`src/rtl/req_arbiter8_if.sv`:
```
// req_arbiter8_if: client/resource handshake bundle for req_arbiter8.
//   en      : arbitration enable (client side -> arbiter)
//   req     : 8-bit request vector, req[i] held by client i
//   done    : current grantee finished
//   gnt     : one-hot registered grant
//   gnt_id  : binary index of the grantee, 0 when idle
//   gnt_vld : any grant active
//   timeout : one-cycle pulse when the hold budget revoked a grant
// master modport: the client/request side; slave modport: the arbiter.
interface req_arbiter8_if;
  logic       en;
  logic [7:0] req;
  logic       done;
  logic [7:0] gnt;
  logic [2:0] gnt_id;
  logic       gnt_vld;
  logic       timeout;

  modport master (
    output en, req, done,
    input  gnt, gnt_id, gnt_vld, timeout
  );

  modport slave (
    input  en, req, done,
    output gnt, gnt_id, gnt_vld, timeout
  );
endinterface

```
`src/rtl/req_arbiter8.sv`:
```
// req_arbiter8: eight-requester arbiter for a single shared resource.
// Grants are registered and held until the grantee signals done, drops its
// request, arbitration is disabled, or the hold budget expires.
//
// Parameters:
//   MAX_HOLD : grant length limit in cycles (1..255), 0 = unlimited
// Ports:
//   clk  : system clock, rising edge
//   rst  : synchronous active-high reset
//   bus  : req_arbiter8_if.slave (en/req/done in, gnt/gnt_id/gnt_vld/timeout out)
// Build option:
//   ARB_ROUND_ROBIN_EN : when defined, the last grantee becomes lowest
//                        priority; otherwise bit 7 always has highest priority.
module req_arbiter8 #(
  parameter int unsigned MAX_HOLD = 16
) (
  input  logic           clk,
  input  logic           rst,
  req_arbiter8_if.slave  bus
);

  localparam logic [7:0] LP_MAX_HOLD = 8'(MAX_HOLD);

  typedef enum logic {
    IDLE,
    GRANT
  } state_t;

  state_t     r_state;
  logic [7:0] r_gnt;
  logic [2:0] r_gnt_id;
  logic       r_gnt_vld;
  logic       r_timeout;
  logic [7:0] r_hold_cnt;

  logic [2:0] w_win_id;
  logic       w_win_vld;
  logic       w_release_early;
  logic       w_hold_hit;

`ifdef ARB_ROUND_ROBIN_EN
  logic [2:0] r_ptr;
`endif

  // Scan from lowest to highest priority so the last hit is the winner.
  always_comb begin
    w_win_id = '0;
`ifdef ARB_ROUND_ROBIN_EN
    // Lowest priority is the last grantee (r_ptr), highest is r_ptr-1.
    for (int unsigned k = 0; k < 8; k++) begin
      logic [2:0] w_idx;
      w_idx = r_ptr + 3'(k);
      if (bus.req[w_idx]) w_win_id = w_idx;
    end
`else
    for (int unsigned k = 0; k < 8; k++) begin
      if (bus.req[k]) w_win_id = 3'(k);
    end
`endif
  end

  assign w_win_vld       = |bus.req;
  assign w_release_early = !bus.en || bus.done || !bus.req[r_gnt_id];
  assign w_hold_hit      = (MAX_HOLD != 0) && (r_hold_cnt == LP_MAX_HOLD);

  always_ff @(posedge clk) begin
    if (rst) begin
      r_state    <= IDLE;
      r_gnt      <= '0;
      r_gnt_id   <= '0;
      r_gnt_vld  <= 1'b0;
      r_timeout  <= 1'b0;
      r_hold_cnt <= '0;
`ifdef ARB_ROUND_ROBIN_EN
      r_ptr      <= '0;
`endif
    end else begin
      r_timeout <= 1'b0;
      case (r_state)
        IDLE: begin
          if (bus.en && w_win_vld) begin
            r_state    <= GRANT;
            r_gnt      <= 8'(1) << w_win_id;
            r_gnt_id   <= w_win_id;
            r_gnt_vld  <= 1'b1;
            r_hold_cnt <= 8'd1;
`ifdef ARB_ROUND_ROBIN_EN
            r_ptr      <= w_win_id;
`endif
          end
        end
        GRANT: begin
          if (w_release_early || w_hold_hit) begin
            r_state    <= IDLE;
            r_gnt      <= '0;
            r_gnt_id   <= '0;
            r_gnt_vld  <= 1'b0;
            r_hold_cnt <= '0;
            // Only a budget expiry with no higher-precedence release pulses.
            r_timeout  <= !w_release_early;
          end else if (r_hold_cnt != 8'hFF) begin
            r_hold_cnt <= r_hold_cnt + 8'd1;
          end
        end
        default: r_state <= IDLE;
      endcase
    end
  end

  assign bus.gnt     = r_gnt;
  assign bus.gnt_id  = r_gnt_id;
  assign bus.gnt_vld = r_gnt_vld;
  assign bus.timeout = r_timeout;

endmodule

```
`src/flat_wrapper.sv`:
```
// flat-port wrapper written by rule: the top's interface ports become plain ports
module req_arbiter8_flat 
#(
  parameter int unsigned MAX_HOLD = 16
)
  (clk, rst, bus_en, bus_req, bus_done, bus_gnt, bus_gnt_id, bus_gnt_vld, bus_timeout);
  req_arbiter8_if bus_i ();
  input  logic clk;
  input  logic rst;
  input wire logic [$bits(bus_i.en)-1:0] bus_en;
  input wire logic [$bits(bus_i.req)-1:0] bus_req;
  input wire logic [$bits(bus_i.done)-1:0] bus_done;
  output wire logic [$bits(bus_i.gnt)-1:0] bus_gnt;
  output wire logic [$bits(bus_i.gnt_id)-1:0] bus_gnt_id;
  output wire logic [$bits(bus_i.gnt_vld)-1:0] bus_gnt_vld;
  output wire logic [$bits(bus_i.timeout)-1:0] bus_timeout;
  assign bus_i.en = bus_en;
  assign bus_i.req = bus_req;
  assign bus_i.done = bus_done;
  assign bus_gnt = bus_i.gnt;
  assign bus_gnt_id = bus_i.gnt_id;
  assign bus_gnt_vld = bus_i.gnt_vld;
  assign bus_timeout = bus_i.timeout;
  req_arbiter8 #(.MAX_HOLD(MAX_HOLD)) u_core (.clk(clk), .rst(rst), .bus(bus_i));
endmodule
```
`config.mk`:
```
export PLATFORM = sky130hd
export DESIGN_NAME = req_arbiter8_flat
export DESIGN_NICKNAME = d
export VERILOG_FILES = /design/src/rtl/req_arbiter8_if.sv /design/src/rtl/req_arbiter8.sv /design/src/flat_wrapper.sv
export SDC_FILE = /design/constraint.sdc
export NUM_CORES = 1
export LEC_CHECK = 0
export BUFFER_PORTS_ARGS = -buffer_cell sky130_fd_sc_hd__buf_2
export CAP_MARGIN = 10
export CORE_MARGIN = 2
export CORE_UTILIZATION = 58
export DETAILED_ROUTE_END_ITERATION = 12
export PLACE_DENSITY = 0.87
export REMOVE_ABC_BUFFERS = 1
export SETUP_SLACK_MARGIN = 0.5
export SLEW_MARGIN = 20
export SYNTH_ARGS = -nofsm -noshare
export SYNTH_HDL_FRONTEND = slang
export SYNTH_SLANG_ARGS = --single-unit
```
`constraint.sdc`:
```
create_clock -name clk -period 3.08 [get_ports clk]
set_clock_uncertainty 0.1 [all_clocks]
set_input_delay 0.154 -clock clk [delete_from_list [all_inputs] [get_ports clk]]
set_output_delay 0.154 -clock clk [all_outputs]
set_load 0.05 [all_outputs]
```
==> results.md <==
- Pint: 0.379 mW
- Cell leakage power: 0.561 nW
- Yosys top cell area share: 33.8%
- H-tree depth: 1
- Bufs and invs on worst path: 1
- Final Hold Violating Endpoints: 0
- Die Span Y: slightly above 50 microns
- Tcrit/Tclk final: between 60% and 70%
- GR Overflow Total: 0
- Mapped Avg Cell Area: just over 9 sq um
- Iter 0 DRT Violations: 57
- WL final: 3.14 mm
- Switching Fraction: 31.4%
- Tot Pwr: 0.552 mW
- Via count: 1252
- Initial antenna violation count: 0
- Routed wl met2: 1.56 mm
- Achievable frequency: 467 MHz
- Pwr dens: 376 nW/um^2
- P&R area growth vs syn: 12.7%
- Top FF cell, synth: dfxtp_1
- Vias in the first global route: 1211
- Crit start category: register
- RSZ-0062 raised after global routing: no
- Clk slew on worst S/H paths: 120 ps
- Switch Pwr: 0.173 mW
- Ant. Diodes: 0
- Register area share after synthesis: 33.8%
- Worst setup EP type: register
- Largest area contributor in the netlist: dfxtp_1
- Clk sinks: 22
- Post-synth ARST share: 0%
- Post-detail-place hpwl: 2.36 mm
- CP arrival: 2290 ps
- Post_cts resized: 0
- CORE AREA: 2170 sq um
- Crit-path max FO: 11
- Port Buffer Count: 24
- Worst slew pin tran: 646 ps
- Starting density of the core: between 50% and 60%
- Cells after DPL: 192
- DRT antenna net count: 0
- M1 WL: 1.31 mm
- Vias per cell: 6.42
- # DRC: 0
- Die Wd: between 50 and 60 microns
- Synth Warn #: 0
- Max-cap violation count: 0
- Commonest cells post-synth: dfxtp_1 (22), inv_1 (11), nand3_1 (10), nor2_1 (10), o21ai_0 (8)
- CP required: 3240 ps
- Count leader, synth: dfxtp_1
- Top Metal Used: met4
- Rows: 17
- Clock latency on the worst-skew pair: 310 ps
- Seq cells post-synth: 22
- Register Area: 440 sq um
- Min Tclk post-route: roughly 2100 ps
- Sum Neg Setup Slack: 0 ps
- Slew headroom: 56.7%
- Status: finished, final reports clean
- Cell Chain, Critical Path: inv_1, ha_1, nor4b_4, nand4_4, a41oi_2, nor3_2, a22o_1
- Post-route insts no fill: roughly 200
- Number of synthesized flops with an enable pin: 0
- Hold buffer count at CTS: 0
- Worst reg-to-reg setup slack: 940 ps
- Slowest cell on the critical path: nor3_2
- Power share of the sequential group: 55.3%
- Crit-path max cell delay: 560 ps
- # IOs: 25
- Worst vdd ir: 0.276 mV
- Final Slew Violations: 0
- Met3 Routed Length: around 210 microns
- Worst setup startpoint: u_core.r_hold_cnt[0]$_SDFFE_PP0P_
- # setup viols final: 0
- Combinational Power Share: 20.5%
- FILL cells: 181
- Final Core Density: roughly 68%
- Layout cells sized above 1: 28.1%
- Initial DRT Pass Iterations: 5
- Yosys cell types: roughly 50
- Launching point of the worst reg2reg path: u_core.r_hold_cnt[0]$_SDFFE_PP0P_
- GPL Wtd Cong: 0.873
- First-pass GRT wire length: about 5.3 mm
- Min-delay worst type: primary input to register
- CTS Buf Count: 3
- Area contributors post-synth: dfxtp_1 (34%), nand3_1 (3.8%), a22o_1 (3.4%)
- Routed WL per cell: 16.1 microns
- Final layout net count: ~180
- CTS tree: built
- Largest net degree at the start of global routing: 16
- Die area: 2640 sq um
- CP Class: register to register
- Syn Inst Count: 142
- Post-CTS setup buffers: 0
- Min-delay src: bus_req[5]
- Clock tree buffer depth: 2
- Root Buffer: clkbuf_4
- All-Layer GR Usage: 26.7%
- Clock power share: 24.2%
- Syn Std Cell Area: 1300 sq um
- CP top delay family: simple AND/OR/NAND/NOR gates
- Multi-input gate area: 800 sq um
[cell families after synthesis]
logic type | share of synthesized area [%]
AO/OA/AOI/OAI | 26.3
AND/OR/NAND/NOR | 29.2
XOR/XNOR | 0.673
adder cells (fa/ha/maj) | 1.92
multiplexers | 3.37
flip-flops | 33.8
buffers and inverters | 4.71
[power by group through the flow]
stage | Clock, mW | Sequential (mW) | Combinational (mW)
final | 0.133 | 0.305 | 0.113
after global placement | 0 | 0.310 | 0.108
after detailed placement | 0 | 0.311 | 0.111
after CTS | 0.134 | 0.305 | 0.112
after global routing | 0.142 | 0.307 | 0.122
after floorplan | 0 | 0.331 | 0.0559
[layer usage]
layer | up-vias | GRT usage (%)
met3 | 7 | 2.92
met1 | 594 | 33.0
met2 | 62 | 47.2
met5 | - | 0
met4 | 0 | 10.1
li1 | 589 | -
[state kept, by name (all words and copies together) (netlist names)]
signal	flops
u_core.bus.gnt_id	3
u_core.bus.gnt	8
u_core.bus.gnt_vld	1
u_core.r_hold_cnt	8
u_core.r_state	1
u_core.bus.timeout	1
[path summary, 6_finish.rpt]
path	endpoint	cells after the start
setup / recovery	u_core.bus.gnt_id[0]$_SDFFE_PP0P_	7
hold / removal	u_core.bus.gnt[5]$_SDFFE_PP0P_	2
setup reg to reg	u_core.bus.gnt_id[0]$_SDFFE_PP0P_	7
hold reg to reg	u_core.bus.gnt[1]$_SDFFE_PP0P_	1
[through the flow]
step	setup slack (ps)	area, sq um	hold slack (ps)
floorplan	975	1280	126
global placement	1070	1440	326
detailed placement	970	1440	343
CTS	940	1470	17.5
global route	819	1470	32.5
finish	941	1470	21.1
[cells in the final DEF, fill, tap and decap left out, types with 2 or more instances in the layout]
cell       instances
nor2_1            10
nor2b_1            2
and3_1             3
o31ai_1            2
nand2_1            5
nor4_1             3
ha_1               2
o2bb2ai_1          4
clkbuf_4           3
nand4_1            2
a32o_1             2
nor3_1             3
nand2b_1           4
mux2_2             3
a21oi_2            2
o21ai_0            8
o21a_1             3
inv_1             11
nand3_1           10
buf_2             24
o311ai_2           2
and2_1             3
a22o_1             5
a21oi_1            3
o211ai_1           3
dfxtp_1           22
[area by class of cell]
class,count,area share (%)
clock buffer,3,1.54
tap,28,2.39
timing repair buffer,25,8.70
multi-input combinational,106,54.5
sequential,22,30.0
inverter,11,2.82
No activity file was read; power rests on OpenSTA's default activity.
